### src/rtl/pyr_pkg.sv
`default_nettype none
// ----------------------------------------------------------------------------
// pyr_pkg : shared widths and types for the image pyramid stages
// Revision: 1.0
// ----------------------------------------------------------------------------
package pyr_pkg;
  localparam int PYR_PIX_W  = 8;
  localparam int PYR_SUM2_W = PYR_PIX_W + 1;
  localparam int PYR_SUM4_W = PYR_PIX_W + 2;
  localparam int PYR_RND    = 2;

  typedef logic [PYR_PIX_W-1:0]  pix_t;
  typedef logic [PYR_SUM2_W-1:0] sum2_t;
  typedef logic [PYR_SUM4_W-1:0] sum4_t;
endpackage
`default_nettype wire

### src/rtl/pyr_line_buf.sv
`default_nettype none
// ----------------------------------------------------------------------------
// pyr_line_buf : simple dual-port RAM, one write port, 1-cycle synchronous read
// Revision: 1.0
// ----------------------------------------------------------------------------
module pyr_line_buf
  import pyr_pkg::*;
#(
  parameter int DEPTH = 320,
  parameter int WIDTH = 9,
  parameter int AW    = (DEPTH > 1) ? $clog2(DEPTH) : 1
) (
  input  logic             clk,
  input  logic             i_wr_en,
  input  logic [AW-1:0]    i_wr_addr,
  input  logic [WIDTH-1:0] i_wr_data,
  input  logic             i_rd_en,
  input  logic [AW-1:0]    i_rd_addr,
  output logic [WIDTH-1:0] o_rd_data
);

  logic [WIDTH-1:0] r_mem [DEPTH];
  logic [WIDTH-1:0] r_rd_data;

  // Read data holds between reads so the consumer may stall.
  always_ff @(posedge clk) begin
    if (i_wr_en) r_mem[i_wr_addr] <= i_wr_data;
    if (i_rd_en) r_rd_data <= r_mem[i_rd_addr];
  end

  assign o_rd_data = r_rd_data;

endmodule
`default_nettype wire

### src/rtl/pyr_downsample_2x.sv
`default_nettype none
// ----------------------------------------------------------------------------
// pyr_downsample_2x : streaming 2x2 box-filter decimator (level N -> N+1)
// Revision: 1.0
// ----------------------------------------------------------------------------
module pyr_downsample_2x
  import pyr_pkg::*;
#(
  parameter int IMG_W = 640,
  parameter int IMG_H = 480,
  parameter int PIX_W = 8
) (
  input  logic             clk,
  input  logic             reset,
  input  logic             in_valid,
  output logic             in_ready,
  input  logic [PIX_W-1:0] in_pix,
  input  logic             in_sof,
  output logic             out_valid,
  input  logic             out_ready,
  output logic [PIX_W-1:0] out_pix,
  output logic             out_sof,
  output logic             out_eol,
  output logic             frame_done
);

  localparam int COL_W = $clog2(IMG_W);
  localparam int ROW_W = (IMG_H > 1) ? $clog2(IMG_H) : 1;
  localparam int LB_D  = IMG_W / 2;
  localparam int LB_AW = $clog2(LB_D);
  localparam logic [COL_W-1:0] c_COL_LAST = COL_W'(IMG_W - 1);
  localparam logic [ROW_W-1:0] c_ROW_LAST = ROW_W'(IMG_H - 1);

  logic [COL_W-1:0] r_col, w_col;
  logic [ROW_W-1:0] r_row, w_row;
  logic             r_synced;
  logic [PIX_W-1:0] r_pair;
  logic             r_out_valid, r_out_sof, r_out_eol, r_frame_done;
  logic [PIX_W-1:0] r_out_pix;
  logic [PIX_W:0]   w_sum2, w_lb_rd;
  logic [PIX_W+1:0] w_sum4;
  logic [LB_AW-1:0] w_lb_addr;
  logic w_accept, w_active, w_col_last, w_row_last, w_lb_wr, w_lb_rd_en, w_load;

  assign in_ready   = ~(r_out_valid & ~out_ready);
  assign w_accept   = in_valid & in_ready;
  // Unsynced pixels are accepted but have no effect until an in_sof arrives.
  assign w_active   = w_accept & (in_sof | r_synced);
  assign w_col      = in_sof ? '0 : r_col;
  assign w_row      = in_sof ? '0 : r_row;
  assign w_col_last = (w_col == c_COL_LAST);
  assign w_row_last = (w_row == c_ROW_LAST);
  assign w_lb_addr  = w_col[COL_W-1:1];
  assign w_sum2     = {1'b0, r_pair} + {1'b0, in_pix};
  assign w_lb_wr    = w_active & ~w_row[0] & w_col[0];
  assign w_lb_rd_en = w_active & w_row[0] & ~w_col[0];
  assign w_load     = w_active & w_row[0] & w_col[0];
  assign w_sum4     = {1'b0, w_lb_rd} + {1'b0, w_sum2} + (PIX_W+2)'(PYR_RND);

  pyr_line_buf #(
    .DEPTH (LB_D),
    .WIDTH (PIX_W + 1),
    .AW    (LB_AW)
  ) u_line_buf (
    .clk       (clk),
    .i_wr_en   (w_lb_wr),
    .i_wr_addr (w_lb_addr),
    .i_wr_data (w_sum2),
    .i_rd_en   (w_lb_rd_en),
    .i_rd_addr (w_lb_addr),
    .o_rd_data (w_lb_rd)
  );

  always_ff @(posedge clk) begin
    if (!reset) begin
      r_col        <= '0;
      r_row        <= '0;
      r_synced     <= 1'b0;
      r_pair       <= '0;
      r_out_valid  <= 1'b0;
      r_out_pix    <= '0;
      r_out_sof    <= 1'b0;
      r_out_eol    <= 1'b0;
      r_frame_done <= 1'b0;
    end else begin
      r_frame_done <= 1'b0;
      if (r_out_valid & out_ready) r_out_valid <= 1'b0;
      if (w_active) begin
        if (!w_col[0]) r_pair <= in_pix;
        if (w_col_last) begin
          r_col <= '0;
          if (w_row_last) begin
            r_row        <= '0;
            r_synced     <= 1'b0;
            r_frame_done <= 1'b1;
          end else begin
            r_row    <= w_row + 1'b1;
            r_synced <= 1'b1;
          end
        end else begin
          r_col    <= w_col + 1'b1;
          r_row    <= w_row;
          r_synced <= 1'b1;
        end
      end
      // A load can coincide with an output transfer, keeping out_valid high.
      if (w_load) begin
        r_out_valid <= 1'b1;
        r_out_pix   <= w_sum4[PIX_W+1:2];
        r_out_sof   <= (w_row == ROW_W'(1)) && (w_col == COL_W'(1));
        r_out_eol   <= w_col_last;
      end
    end
  end

  assign out_valid  = r_out_valid;
  assign out_pix    = r_out_pix;
  assign out_sof    = r_out_sof;
  assign out_eol    = r_out_eol;
  assign frame_done = r_frame_done;

endmodule
`default_nettype wire

### config.mk
export PLATFORM = sky130hd
export DESIGN_NAME = pyr_downsample_2x
export DESIGN_NICKNAME = d
export VERILOG_FILES = /design/src/rtl/pyr_pkg.sv /design/src/rtl/pyr_line_buf.sv /design/src/rtl/pyr_downsample_2x.sv
export SDC_FILE = /design/constraint.sdc
export NUM_CORES = 2
export LEC_CHECK = 0
export CAP_MARGIN = 20
export CORE_ASPECT_RATIO = 1.5
export CORE_UTILIZATION = 45
export DETAILED_ROUTE_END_ITERATION = 8
export PLACE_DENSITY = 0.62
export SLEW_MARGIN = 20
export SYNTH_ARGS = -nofsm -noshare
export SYNTH_HDL_FRONTEND = slang
export SYNTH_SLANG_ARGS = --single-unit
### constraint.sdc
create_clock -name clk -period 30.6 [get_ports clk]
set_input_delay 6.12 -clock clk [delete_from_list [all_inputs] [get_ports clk]]
set_output_delay 6.12 -clock clk [all_outputs]
set_load 0.02 [all_outputs]
# == Yosys cells after proc, flatten, opt, wreduce, memory -nomap -nowiden ==
# Memory sizes are Yosys's and may differ from the RTL's. A register that Yosys moved wholly into a read port is not among the register bits.
# Index checks and enable logic that the tools add are counted.
# word_totals
regBits,40
ram_bits,2880
inputBits,13
elab_cells,49
n_memories,1
# mem_list
memory,words,width,read_ports,rd_clocked_by_memory_dff,wr,line_no,source
u_line_buf.r_mem,320,9,1,1,1,pyr_line_buf.sv:22,logic [WIDTH-1:0] r_mem [DEPTH];
# classes
add_sub_neg,5
eq_ne,4
n_mux,12
n_bitwise,14
reduce_logical,4
# op_table
cell,count
$mux 9,3
$mux 10,2
$add 10x1->10 const B,1
$add 10x2->10 const B,1
$add 9x9->10,1
$eq 10x1->1 const B,1
$eq 10x10->1 const B,1
$add 8x8->9,1
$add 9x1->9 const B,1
$and 1x1->1,9
$eq 9x1->1 const B,1
$eq 9x9->1 const B,1
$mux 1,7
$not 1->1,4
$reduce_and 3->1,1
$reduce_and 2->1,1
$reduce_bool 2->1,1
$logic_and 1x1->1,1
$or 1x1->1,1

# == Logic depth before layout (Yosys ltp) ==
# depth
ltp_word,9
mapped_depth,16

# == By module ==
# From an unflattened synthesis, not the netlist that was laid out.
# unflattened
hier_cells,5797
hier_area_um2,114720.0
# modules_own_cells
mod,instances,cells_each,area_each_um2,seq_area_each_um2
pyr_line_buf,1,5436,111901.1,86753.2
pyr_downsample_2x,1,361,2819.0,800.8

# == Worst setup path before layout ==
# Ideal clock, no wire load.
# synth_timing
path_type,input to register
startpoint,in in_pix[0]
endpoint,"reg r_out_pix[7], in the netlist out_pix[7]"
arrival_time_ns,18.879
t_required_ns,30.494
slack_ns,11.615
path_stages,15
n_path_buf,0
path_cell_list,ha_1 > inv_1 > fa_1 > xnor2_1 > ha_1 > inv_1 > fa_1 > nor2b_1 > o21ai_0 > a21boi_0 > o21ai_0 > a21oi_1 > o21ai_0 > or4b_2 > o311ai_0
# synth_between
elab_chain_cells,3
# synth_rtl
item,line_no,source
start: declaration,pyr_downsample_2x.sv:17,"input logic [PIX_W-1:0] in_pix,"
$add 8x8->9,pyr_downsample_2x.sv:54,"assign w_sum2 = {1'b0, r_pair} + {1'b0, in_pix};"
named net u_line_buf.i_wr_data[2],pyr_line_buf.sv:16,"input logic [WIDTH-1:0] i_wr_data,"
$add 9x9->10,pyr_downsample_2x.sv:58,"assign w_sum4 = {1'b0, w_lb_rd} + {1'b0, w_sum2} + (PIX_W+2)'(PYR_RND);"
$add 10x2->10,pyr_downsample_2x.sv:58,
end signal: assignment,pyr_downsample_2x.sv:109,r_out_pix <= w_sum4[PIX_W+1:2];
end: declaration,pyr_downsample_2x.sv:39,logic [PIX_W-1:0] r_out_pix;
# The timed path passes the listed nets, and every way through them passes these cells.
# A chain may end at the register's enable or synchronous reset.

# == Worst setup path after layout ==
# layout_timing
startpoint,in out_ready
endpoint,out in_ready
# layout_between
elab_chain_cells,3
# layout_rtl
item,line_no,source
start: declaration,pyr_downsample_2x.sv:20,"input logic out_ready,"
$not 1->1,pyr_downsample_2x.sv:45,assign in_ready = ~(r_out_valid & ~out_ready);
$and 1x1->1,pyr_downsample_2x.sv:45,
$not 1->1,pyr_downsample_2x.sv:45,
end: declaration,pyr_downsample_2x.sv:16,"output logic in_ready,"
# No other way between the ends.

==> impl_metrics.json <==
{
  "fp.dieArea_sq_mm": 0.259,
  "sequentialPowerShare": 0.559,
  "grt_pass1_wl_um": 510000,
  "drt_iter0_drc": 9892,
  "core_sq_mm": 0.255,
  "worst_pin_slew_ns": 1.23,
  "p_sw_w": 0.00173,
  "cts.htree.levels": 5,
  "worstPathArrival_ns": 7.35,
  "antenna_left": 0,
  "startpoint_type": "input pin",
  "end_kind": "primary output",
  "hold_viol": 0,
  "syn-num-nets": 7138,
  "max_freq_ghz": 0.0742,
  "grt_overflow_total": 0,
  "dp_worst_setup_slack_ns": 17.13,
  "drc": 0,
  "path_clk_slew_ns": 0.06,
  "slew_headroom": 0.179,
  "drv_cap": 0,
  "rows": 227,
  "drt_first_pass_iters": 9,
  "fin_crit_sh": 0.440,
  "synth-seq-cells": 2929,
  "wirelength_um": 366000,
  "vdd_drop_max_mv": 0.0402,
  "mostFrequentLayoutCells": "edfxtp_1 (2889), o21ai_0 (512), mux2i_1 (503), nor2_1 (401), o221ai_1 (303)",
  "critPathKind": "input pin to primary output",
  "finalSetupTns_ns": 0,
  "cts_tree": "done",
  "track_usage": 0.275,
  "cts.sinks": 2929,
  "num_vias": 70227,
  "skew_ns": 0.0565,
  "post_cts_resize_count": 0,
  "antenna_found_initial": 9,
  "final.min_clock_period_ns": 13.47,
  "via_per_inst": 6.67,
  "synth_area_sq_mm": 0.116,
  "cts_hold_buffers": 0,
  "synth_edf_count": 2889,
  "grt_max_degree": 198,
  "synth_cells": 7096,
  "status": "finished clean",
  "finalMaxSlewViolations": 0,
  "clk_latency_ns": 0.87,
  "syn_to_final_growth_pct": 10.3,
  "netlist-cell-type-count": 90,
  "required_ns": 24.48,
  "rsz0062_at_grt": "false",
  "leakagePower_nw": 37.5,
  "seq_area_frac_synth": 0.756,
  "p_per_area_mw_per_mm2": 63.5,
  "grt_pass1_vias": 68028,
  "internal-power_w": 0.00639,
  "port-buffer-count": 25,
  "yosys_warnings": 0,
  "io_pins": 26,
  "clock_path_buffers": 4,
  "avgSynthCellArea_sq_um": 16.3,
  "nets": 7048,
  "swShare": 0.213,
  "finalSetupViolations": 0,
  "min_path_type": "register to register",
  "post_cts_buffers": 0,
  "worstPathMaxFanout": 4,
  "ys_async_sr_fraction": 0,
  "clkPwrFrac": 0.402,
  "die_x_um": 416,
  "setup_ws_ns": 17.13,
  "drive_above_1_share": 0.109,
  "place_congestion": 0.892,
  "synth_ff_type": "edfxtp_1",
  "die_h_um": 623,
  "num-fill-cells": 20904,
  "final_common_cell": "edfxtp_1",
  "wl_per_cell_um": 34.7,
  "dp_hpwl_um": 211000,
  "combPwrFrac": 0.039,
  "initial_core_util": 0.454,
  "clock-root-buffer": "clkbuf_16",
  "numCtsBuffers": 269
}
per-layer routing:
metal  part of all wire  GRT usage  vias to the layer above  wire [um]
li1                   -          -                    28788          -
met1               0.35      0.333                    36143     129000
met2               0.49      0.455                     4316     178000
met3              0.091     0.0493                      978      33400
met4              0.069      0.170                        2      25400
met5           0.000036   0.000931                        -         13
synth_stat cells, types with 27 or more instances:
cell type / n / share of area
a21oi_1: 129 / 0.0056
edfxtp_1: 2889 / 0.75
buf_4: 48 / 0.0031
mux2i_1: 503 / 0.043
a211oi_1: 121 / 0.0078
nand2_1: 239 / 0.0077
a31oi_1: 75 / 0.0041
a222oi_1: 90 / 0.0078
o221ai_1: 303 / 0.023
nor2_1: 414 / 0.013
dfxtp_1: 40 / 0.0069
a221oi_1: 80 / 0.0060
mux2_2: 150 / 0.015
o21ai_0: 513 / 0.022
a22oi_1: 104 / 0.0067
nor2b_1: 74 / 0.0040
buf_1: 35 / 0.0011
a221o_1: 85 / 0.0073
buf_2: 231 / 0.010
ha_1: 27 / 0.0029
o22ai_1: 289 / 0.016
clkbuf_1: 234 / 0.0076
state kept, by name, summed over array words and instances, names as in the netlist:
register	count
out_pix	8
r_row	9
out_sof	1
out_eol	1
r_col	10
u_line_buf.r_mem	2880
u_line_buf.o_rd_data	9
r_pair	8
r_synced	1
out_valid	1
frame_done	1
power groups by stage:
stage	Sequential, W	Clock, W	Combinational (W)
floorplan	0.00471	0	0.000155
global placement	0.00462	0	0.000304
detailed placement	0.00462	0	0.000317
CTS	0.00454	0.00327	0.000317
global route	0.00453	0.00341	0.000335
finish	0.00454	0.00326	0.000320
logic make-up after synthesis:
| kind of cell | after synthesis | synth area share |
|---|---|---|
| DFF | 2929 | 0.756 |
| AOI/OAI and AO/OA | 1986 | 0.120 |
| and+or+nand+nor | 885 | 0.0343 |
| muxes | 670 | 0.0614 |
| buffers and inverters | 590 | 0.0241 |
| adders and majority gates | 29 | 0.00326 |
| xor gates and xnor gates | 7 | 0.000529 |
worst paths after layout:
path                            cells after the start                   start  slack, ns                                end
worst min-delay path                                2  r_pair[2]$_SDFFE_PN0P_       0.47             r_pair[2]$_SDFFE_PN0P_
worst max-delay path                                3               out_ready      17.13                           in_ready
worst min register to register                      2  r_pair[2]$_SDFFE_PN0P_       0.47             r_pair[2]$_SDFFE_PN0P_
worst max register to register                     11   r_col[2]$_SDFFE_PN0P_      24.46  u_line_buf.o_rd_data[5]$_DFFE_PP_
critical path: stages:
cell and delay, ns:
clkdlybuf4s50_1 0.45, nand2b_1 0.16, clkdlybuf4s50_1 0.62
layout make-up:
type	instances	area, sq um	share of cell area
Tap cell	3320	4150	0.0325
Sequential cell	2929	87600	0.685
Timing Repair Buffer	202	1810	0.0142
Clock inverter	134	1120	0.00880
Antenna cell	11	27.5	0.000215
Inverter	27	121	0.000950
Clock buffer	331	7100	0.0556
Multi-Input combinational cell	3577	25900	0.202
metrics by stage:
step,utilization,instances,hold slack [ns],area [sq um],total power (W)
after floorplan,-,7096,0.440,116000,0.00487
after CTS,0.500,10518,0.466,128000,0.00813
after global routing,0.500,10521,0.483,128000,0.00828
after detailed placement,0.468,10053,0.457,119000,0.00494
after global placement,0.468,10052,0.448,119000,0.00493
final,0.500,10531,0.467,128000,0.00812
No activity file was read; power rests on OpenSTA's default activity.
